`src/rtl/rptr_empty_pkg.sv`:
```
// Shared FIFO definitions: default address width, almost-empty threshold
// and reset values used by the read-side pointer/empty block.
package rptr_empty_pkg;

    localparam int unsigned ADDR_SIZE_DEF = 6;
    localparam int unsigned PTR_W_DEF     = ADDR_SIZE_DEF + 1;
    localparam int unsigned AE_THRESH_DEF = 2;

    localparam logic RST_EMPTY        = 1'b1;
    localparam logic RST_UNDERFLOW    = 1'b0;
    localparam logic RST_ALMOST_EMPTY = 1'b1;

endpackage

```
`src/rtl/rptr_empty_gray2bin.sv`:
```
// Gray-to-binary converter of configurable width (XOR prefix from the MSB).
module gray2bin #(
    parameter int unsigned WIDTH = 7
) (
    input  logic [WIDTH-1:0] gray,
    output logic [WIDTH-1:0] bin
);

    always_comb begin
        bin = '0;
        for (int unsigned i = 0; i < WIDTH; i++) begin
            bin[i] = ^(gray >> i);
        end
    end

endmodule

```
`src/rtl/rptr_empty.sv`:
```
// Read-domain pointer, empty flag and sticky underflow for the async FIFO.
// Optional fill level / almost-empty outputs are built under RPTR_EMPTY_LEVEL_EN.
module rptr_empty
    import rptr_empty_pkg::*;
#(
    parameter int unsigned ADDR_SIZE = ADDR_SIZE_DEF,
    parameter int unsigned AE_THRESH = AE_THRESH_DEF
) (
    input  logic                 r_clk,
    input  logic                 r_rstn,
    input  logic                 r_inc,
    input  logic [ADDR_SIZE:0]   syn_wptr,
    output logic [ADDR_SIZE-1:0] raddr,
    output logic [ADDR_SIZE:0]   rptr,
    output logic                 r_empty,
    output logic                 r_underflow,
    output logic [ADDR_SIZE:0]   r_level,
    output logic                 r_almost_empty
);

    logic [ADDR_SIZE:0] rbin;
    logic [ADDR_SIZE:0] rbin_next;
    logic [ADDR_SIZE:0] rgray_next;
    logic               rd_ok;

    always_comb begin
        rd_ok      = r_inc & ~r_empty;
        rbin_next  = rbin + {{ADDR_SIZE{1'b0}}, rd_ok};
        rgray_next = (rbin_next >> 1) ^ rbin_next;
    end

    // Full-width Gray compare: the MSB separates laps so empty never aliases.
    always_ff @(posedge r_clk) begin
        if (!r_rstn) begin
            rbin        <= '0;
            rptr        <= '0;
            r_empty     <= RST_EMPTY;
            r_underflow <= RST_UNDERFLOW;
        end else begin
            rbin        <= rbin_next;
            rptr        <= rgray_next;
            r_empty     <= (rgray_next == syn_wptr);
            r_underflow <= r_underflow | (r_inc & r_empty);
        end
    end

    assign raddr = rbin[ADDR_SIZE-1:0];

`ifdef RPTR_EMPTY_LEVEL_EN
    localparam logic [ADDR_SIZE:0] AE_LIM = AE_THRESH[ADDR_SIZE:0];

    logic [ADDR_SIZE:0] wbin;
    logic [ADDR_SIZE:0] level_next;

    gray2bin #(
        .WIDTH(ADDR_SIZE + 1)
    ) u_wbin (
        .gray(syn_wptr),
        .bin (wbin)
    );

    always_comb begin
        level_next = wbin - rbin_next;
    end

    always_ff @(posedge r_clk) begin
        if (!r_rstn) begin
            r_level        <= '0;
            r_almost_empty <= RST_ALMOST_EMPTY;
        end else begin
            r_level        <= level_next;
            r_almost_empty <= (level_next <= AE_LIM);
        end
    end
`else
    assign r_level        = '0;
    assign r_almost_empty = r_empty;
`endif

endmodule

```
`config.mk`:
```
export PLATFORM = sky130hd
export DESIGN_NAME = rptr_empty
export DESIGN_NICKNAME = d
export VERILOG_FILES = /design/src/rtl/rptr_empty_pkg.sv /design/src/rtl/rptr_empty_gray2bin.sv /design/src/rtl/rptr_empty.sv
export SDC_FILE = /design/constraint.sdc
export NUM_CORES = 1
export LEC_CHECK = 0
export ABC_AREA = 1
export CAP_MARGIN = 15
export CORE_MARGIN = 2
export CORE_UTILIZATION = 30
export DETAILED_ROUTE_END_ITERATION = 10
export SLEW_MARGIN = 20
export SYNTH_ARGS = -nofsm -noshare
export SYNTH_HDL_FRONTEND = slang
export SYNTH_SLANG_ARGS = --single-unit
```
`constraint.sdc`:
```
create_clock -name r_clk -period 1.9 [get_ports r_clk]
set_input_delay 0.19 -clock r_clk [delete_from_list [all_inputs] [get_ports r_clk]]
set_output_delay 0.19 -clock r_clk [all_outputs]
set_load 0.02 [all_outputs]
```
==> results.md <==
- The flow ran to the end, and the final reports show no timing, DRC or antenna violations.
- The data required time of the worst path is 2.14 ns.
- The critical path start-end classification is in -> reg.
- STA classifies the critical path startpoint as an input port.
- The number of placement rows is 20.
- The hold-fix buffer count after cts is 0.
- From bottom edge to top edge, the die measures 60.3 um.
- The initial antenna violation count is 0.
- The number of different library cells in the post-synthesis netlist is 22.
- The largest fanout on the critical path is 4.
- Synthesis inferred 15 register bits.
- The reg2reg setup slack is 0.19 ns.
- The global-route wire length before repair is 3190 um.
- Among all stages on the critical path, the largest delay is contributed by sky130_fd_sc_hd__clkdlybuf4s50_1.
- Detailed placement ended at an HPWL of 1700 um.
- In this run the power density over the cells is 488 mW/mm^2.
- The number of setup buffers added after CTS is 0.
- The clock net in this run drives a total of 15 sinks.
- The number of max-slew violations in the final report was 0.
- The die is 60.3 um wide.
- The count of nets left with antenna violations once routing finished came out at 0.
- Of the cells placed in the final design, the portion with a size suffix greater than 1 is 0.193.
- The number of hold violations in the final report came to 0.
- The number of top-level pins is 33.
- The number of max-cap violations is 0.
- The number of warnings reported in the yosys synthesis log is 0.
- In this run the static leakage power is 0.683 nW.
- TritonCTS built the clock tree.
- The initial utilization of the core area, before any placement, comes to 0.314.
- After routing the design area is 0.00134 mm^2.
- At the end of routability-driven placement, the weighted congestion stood at 0.819.
- The total stage count of the critical path is 14.
- The net count of the finished layout is 194.
- The startpoint identified for the worst register-to-register timing path is r_almost_empty$_SDFF_PN1_.
- The stage delay of the slowest cell on the critical path is 0.49 ns.
- Data arrives at the worst endpoint at 2.00 ns.
- No sink is reached through more buffers than the 2 on the longest clock path.
- Including well taps, the total number of placed cells is 221.
- The number of global-route vias before repair is 792.
- The area of the mapped netlist is 952 um^2.
- After detailed routing, the average wire length per cell comes to 9.70 um.
- The post-layout total power is 0.653 mW.
- Traced cell by cell, the critical path runs through clkdlybuf4s50_1 -> inv_1 -> nor2_2 -> ha_2 -> nand2_1 -> nor2_2 -> nand3_1 -> nand2_2 -> nand3_1 -> nand3_1 -> nand2_1 -> nor2_2 -> nand2_1 -> nand2_1.
- The worst supply voltage drop on vdd is 0.180 mV.
- The number of buffers and inverters on the critical path is 2.
- The number of diodes is 0.
- Once layout is complete, the cells apart from fillers number 225.
- The worst hold path belongs to the class in -> reg.
- STA classifies the critical path endpoint as a flip-flop.
- The endpoint identified for the worst register-to-register timing path is r_almost_empty$_SDFF_PN1_.
- The launch point of the worst path is r_inc.
- CTS built an H-tree with a depth of 1.
- Grouping stages by cell kind, the critical path spends the most delay in simple AND/OR/NAND/NOR gates.
- The violation count after the first detailed-routing iteration is 28.
- The fraction of the yosys area taken by sequential cells is 0.315.
- The worst clock skew on the final layout is 0.00149 ns.
- The post-layout minimum cycle time is 1.76 ns.
- The routed via count is 951.
- Timing would allow up to 0.570 GHz.
- For the worst-skew pair, the clock arrives at the later sink with an insertion delay of 0.29 ns.
- The placed instance area is 0.00129 mm^2.
- The timing endpoint of the critical path is r_almost_empty$_SDFF_PN1_.
- The die area is 0.00364 mm^2.
- The count of buffers from port buffering is 25.
- The global-route congestion overflow total is 0.
- The root buffer cell chosen for the clock tree is sky130_fd_sc_hd__clkbuf_4.
- The library cell appearing most often on the critical path is sky130_fd_sc_hd__nand2_1.
- Relative to the synthesized area, the layout overhead comes to 40.5%.
- The via count normalized by instance count is 4.23.
- Of the available clock period, the critical path in the final layout requires 0.924.
- The first detailed-routing pass ran for 4 iterations.
- Entering global routing, the biggest net connects 14 pins.
- In the routed design, unresolved DRC markers number 0.
- Setup violations remaining at the end of the flow were counted as 0.
- The total routing resource utilization after global routing is 0.116.
- The cell count after synthesis came out at 145.
- Clock-pin slew was measured on the worst setup and hold paths at 0.10 ns.
- The number of buffers added by the clock tree synthesis step is 3.
- In this run the mean area of a mapped cell was 6.57 um^2.
- The cell count of the worst reg-to-reg path is 12.
- The total wirelength of the detailed-routed design is 2180 um.
- Once the clock tree was built, the resizer swapped 0 gates to a different size.
- The core region is 0.00303 mm^2.
[registers in the layout (all words and copies together) (netlist names)]
name	flops
r_almost_empty	1
rptr	7
r_underflow	1
rbin	6
[layout by cell type, fill, tap and decap left out]
cell type / instances
sky130_fd_sc_hd__dfxtp_1: 15
sky130_fd_sc_hd__nand2_1: 39
sky130_fd_sc_hd__nand3b_1: 2
sky130_fd_sc_hd__nand4_1: 2
sky130_fd_sc_hd__inv_2: 1
sky130_fd_sc_hd__inv_1: 19
sky130_fd_sc_hd__clkbuf_4: 3
sky130_fd_sc_hd__o21bai_1: 1
sky130_fd_sc_hd__clkdlybuf4s50_1: 25
sky130_fd_sc_hd__nand3_1: 16
sky130_fd_sc_hd__a21oi_1: 5
sky130_fd_sc_hd__conb_1: 7
sky130_fd_sc_hd__nor2_1: 12
sky130_fd_sc_hd__a21boi_0: 1
sky130_fd_sc_hd__ha_2: 2
sky130_fd_sc_hd__nor2_2: 4
sky130_fd_sc_hd__nor2_8: 1
sky130_fd_sc_hd__o21ai_1: 1
sky130_fd_sc_hd__clkbuf_1: 1
sky130_fd_sc_hd__o21ai_2: 1
sky130_fd_sc_hd__nand2_4: 3
sky130_fd_sc_hd__nand3_2: 1
sky130_fd_sc_hd__nand2_2: 8
sky130_fd_sc_hd__buf_4: 11
[cell usage after synthesis]
master	instances	area [um^2]
sky130_fd_sc_hd__nand3_2	1	10.0
sky130_fd_sc_hd__nand2_2	6	37.5
sky130_fd_sc_hd__a21oi_1	5	25.0
sky130_fd_sc_hd__inv_1	19	71.3
sky130_fd_sc_hd__ha_1	2	25.0
sky130_fd_sc_hd__nand3_1	16	80.1
sky130_fd_sc_hd__o21ai_2	1	8.76
sky130_fd_sc_hd__dfxtp_1	15	300
sky130_fd_sc_hd__buf_4	9	67.6
sky130_fd_sc_hd__nand4_1	2	12.5
sky130_fd_sc_hd__nand2_1	42	158
sky130_fd_sc_hd__o21ai_1	1	5.00
sky130_fd_sc_hd__conb_1	1	3.75
sky130_fd_sc_hd__inv_2	1	3.75
sky130_fd_sc_hd__nand3b_1	2	15.0
sky130_fd_sc_hd__nor2_1	13	48.8
sky130_fd_sc_hd__a21boi_0	1	7.51
sky130_fd_sc_hd__nand2_4	2	22.5
sky130_fd_sc_hd__o21bai_1	1	7.51
sky130_fd_sc_hd__nor2_8	1	20.0
sky130_fd_sc_hd__nor2_2	3	18.8
sky130_fd_sc_hd__clkbuf_1	1	3.75
[where the power goes]
part	internal, mW	switching, mW	leakage [nW]
Clock	0.0817	0.113	0.0150
Combinational	0.0598	0.0680	0.546
Sequential	0.323	0.00737	0.122
Total	0.465	0.189	0.683
[kinds of logic after synthesis]
| family | Yosys count | synth area share |
|---|---|---|
| AO/OA/AOI/OAI | 9 | 0.0565 |
| adder cells (fa/ha/maj) | 2 | 0.0263 |
| buffers and inverters | 30 | 0.154 |
| flip-flops | 15 | 0.315 |
| other | 1 | 0.00394 |
| AND/OR/NAND/NOR | 88 | 0.444 |
[layer usage]
metal  GRT usage  wire, um  vias up
met5           0         0        -
met4      0.0571        36        0
met3      0.0128        58        4
met2       0.189      1050       20
met1       0.152      1040      422
li1            -         -      505
[layout make-up]
class,instances,area (um^2)
clock buffers,4,26.3
repair buffers,36,333
well taps,44,55.1
flip-flops and latches,15,300
multi-input cells,106,548
fillers,307,1690
inverters,20,75.1
[worst register-to-register path, delay by kind of cell, from the launching register on]
kind | cells | cell delay [ns]
and+or+nand+nor | 11 | 1.07
DFF | 1 | 0.37
adders and majority gates | 1 | 0.22
[worst min-delay path by stage]
stage                                      start                   endpoint  slack, ns  cells after the start
after floorplan                           r_rstn  r_almost_empty$_SDFF_PN1_       0.26                      1
after global placement    r_underflow$_SDFF_PN0_     r_underflow$_SDFF_PN0_       0.45                      2
after detailed placement  r_underflow$_SDFF_PN0_     r_underflow$_SDFF_PN0_       0.47                      2
after CTS                                 r_rstn  r_almost_empty$_SDFF_PN1_       0.47                      2
after global routing                      r_rstn  r_almost_empty$_SDFF_PN1_       0.47                      2
final                                     r_rstn  r_almost_empty$_SDFF_PN1_       0.48                      2
[through the flow]
step	setup WS, ns	hold slack (ns)	util	setup TNS, ns
2_1_floorplan	0.265	0.259	-	0
3_3_place_gp	-0.171	0.454	0.426	-0.351
3_5_place_dp	-0.198	0.468	0.426	-0.404
4_1_cts	0.0990	0.470	0.435	0
5_1_grt	-0.0124	0.470	0.442	-0.0124
6_report	0.145	0.476	0.442	0
(Power assumes the default switching activity.)
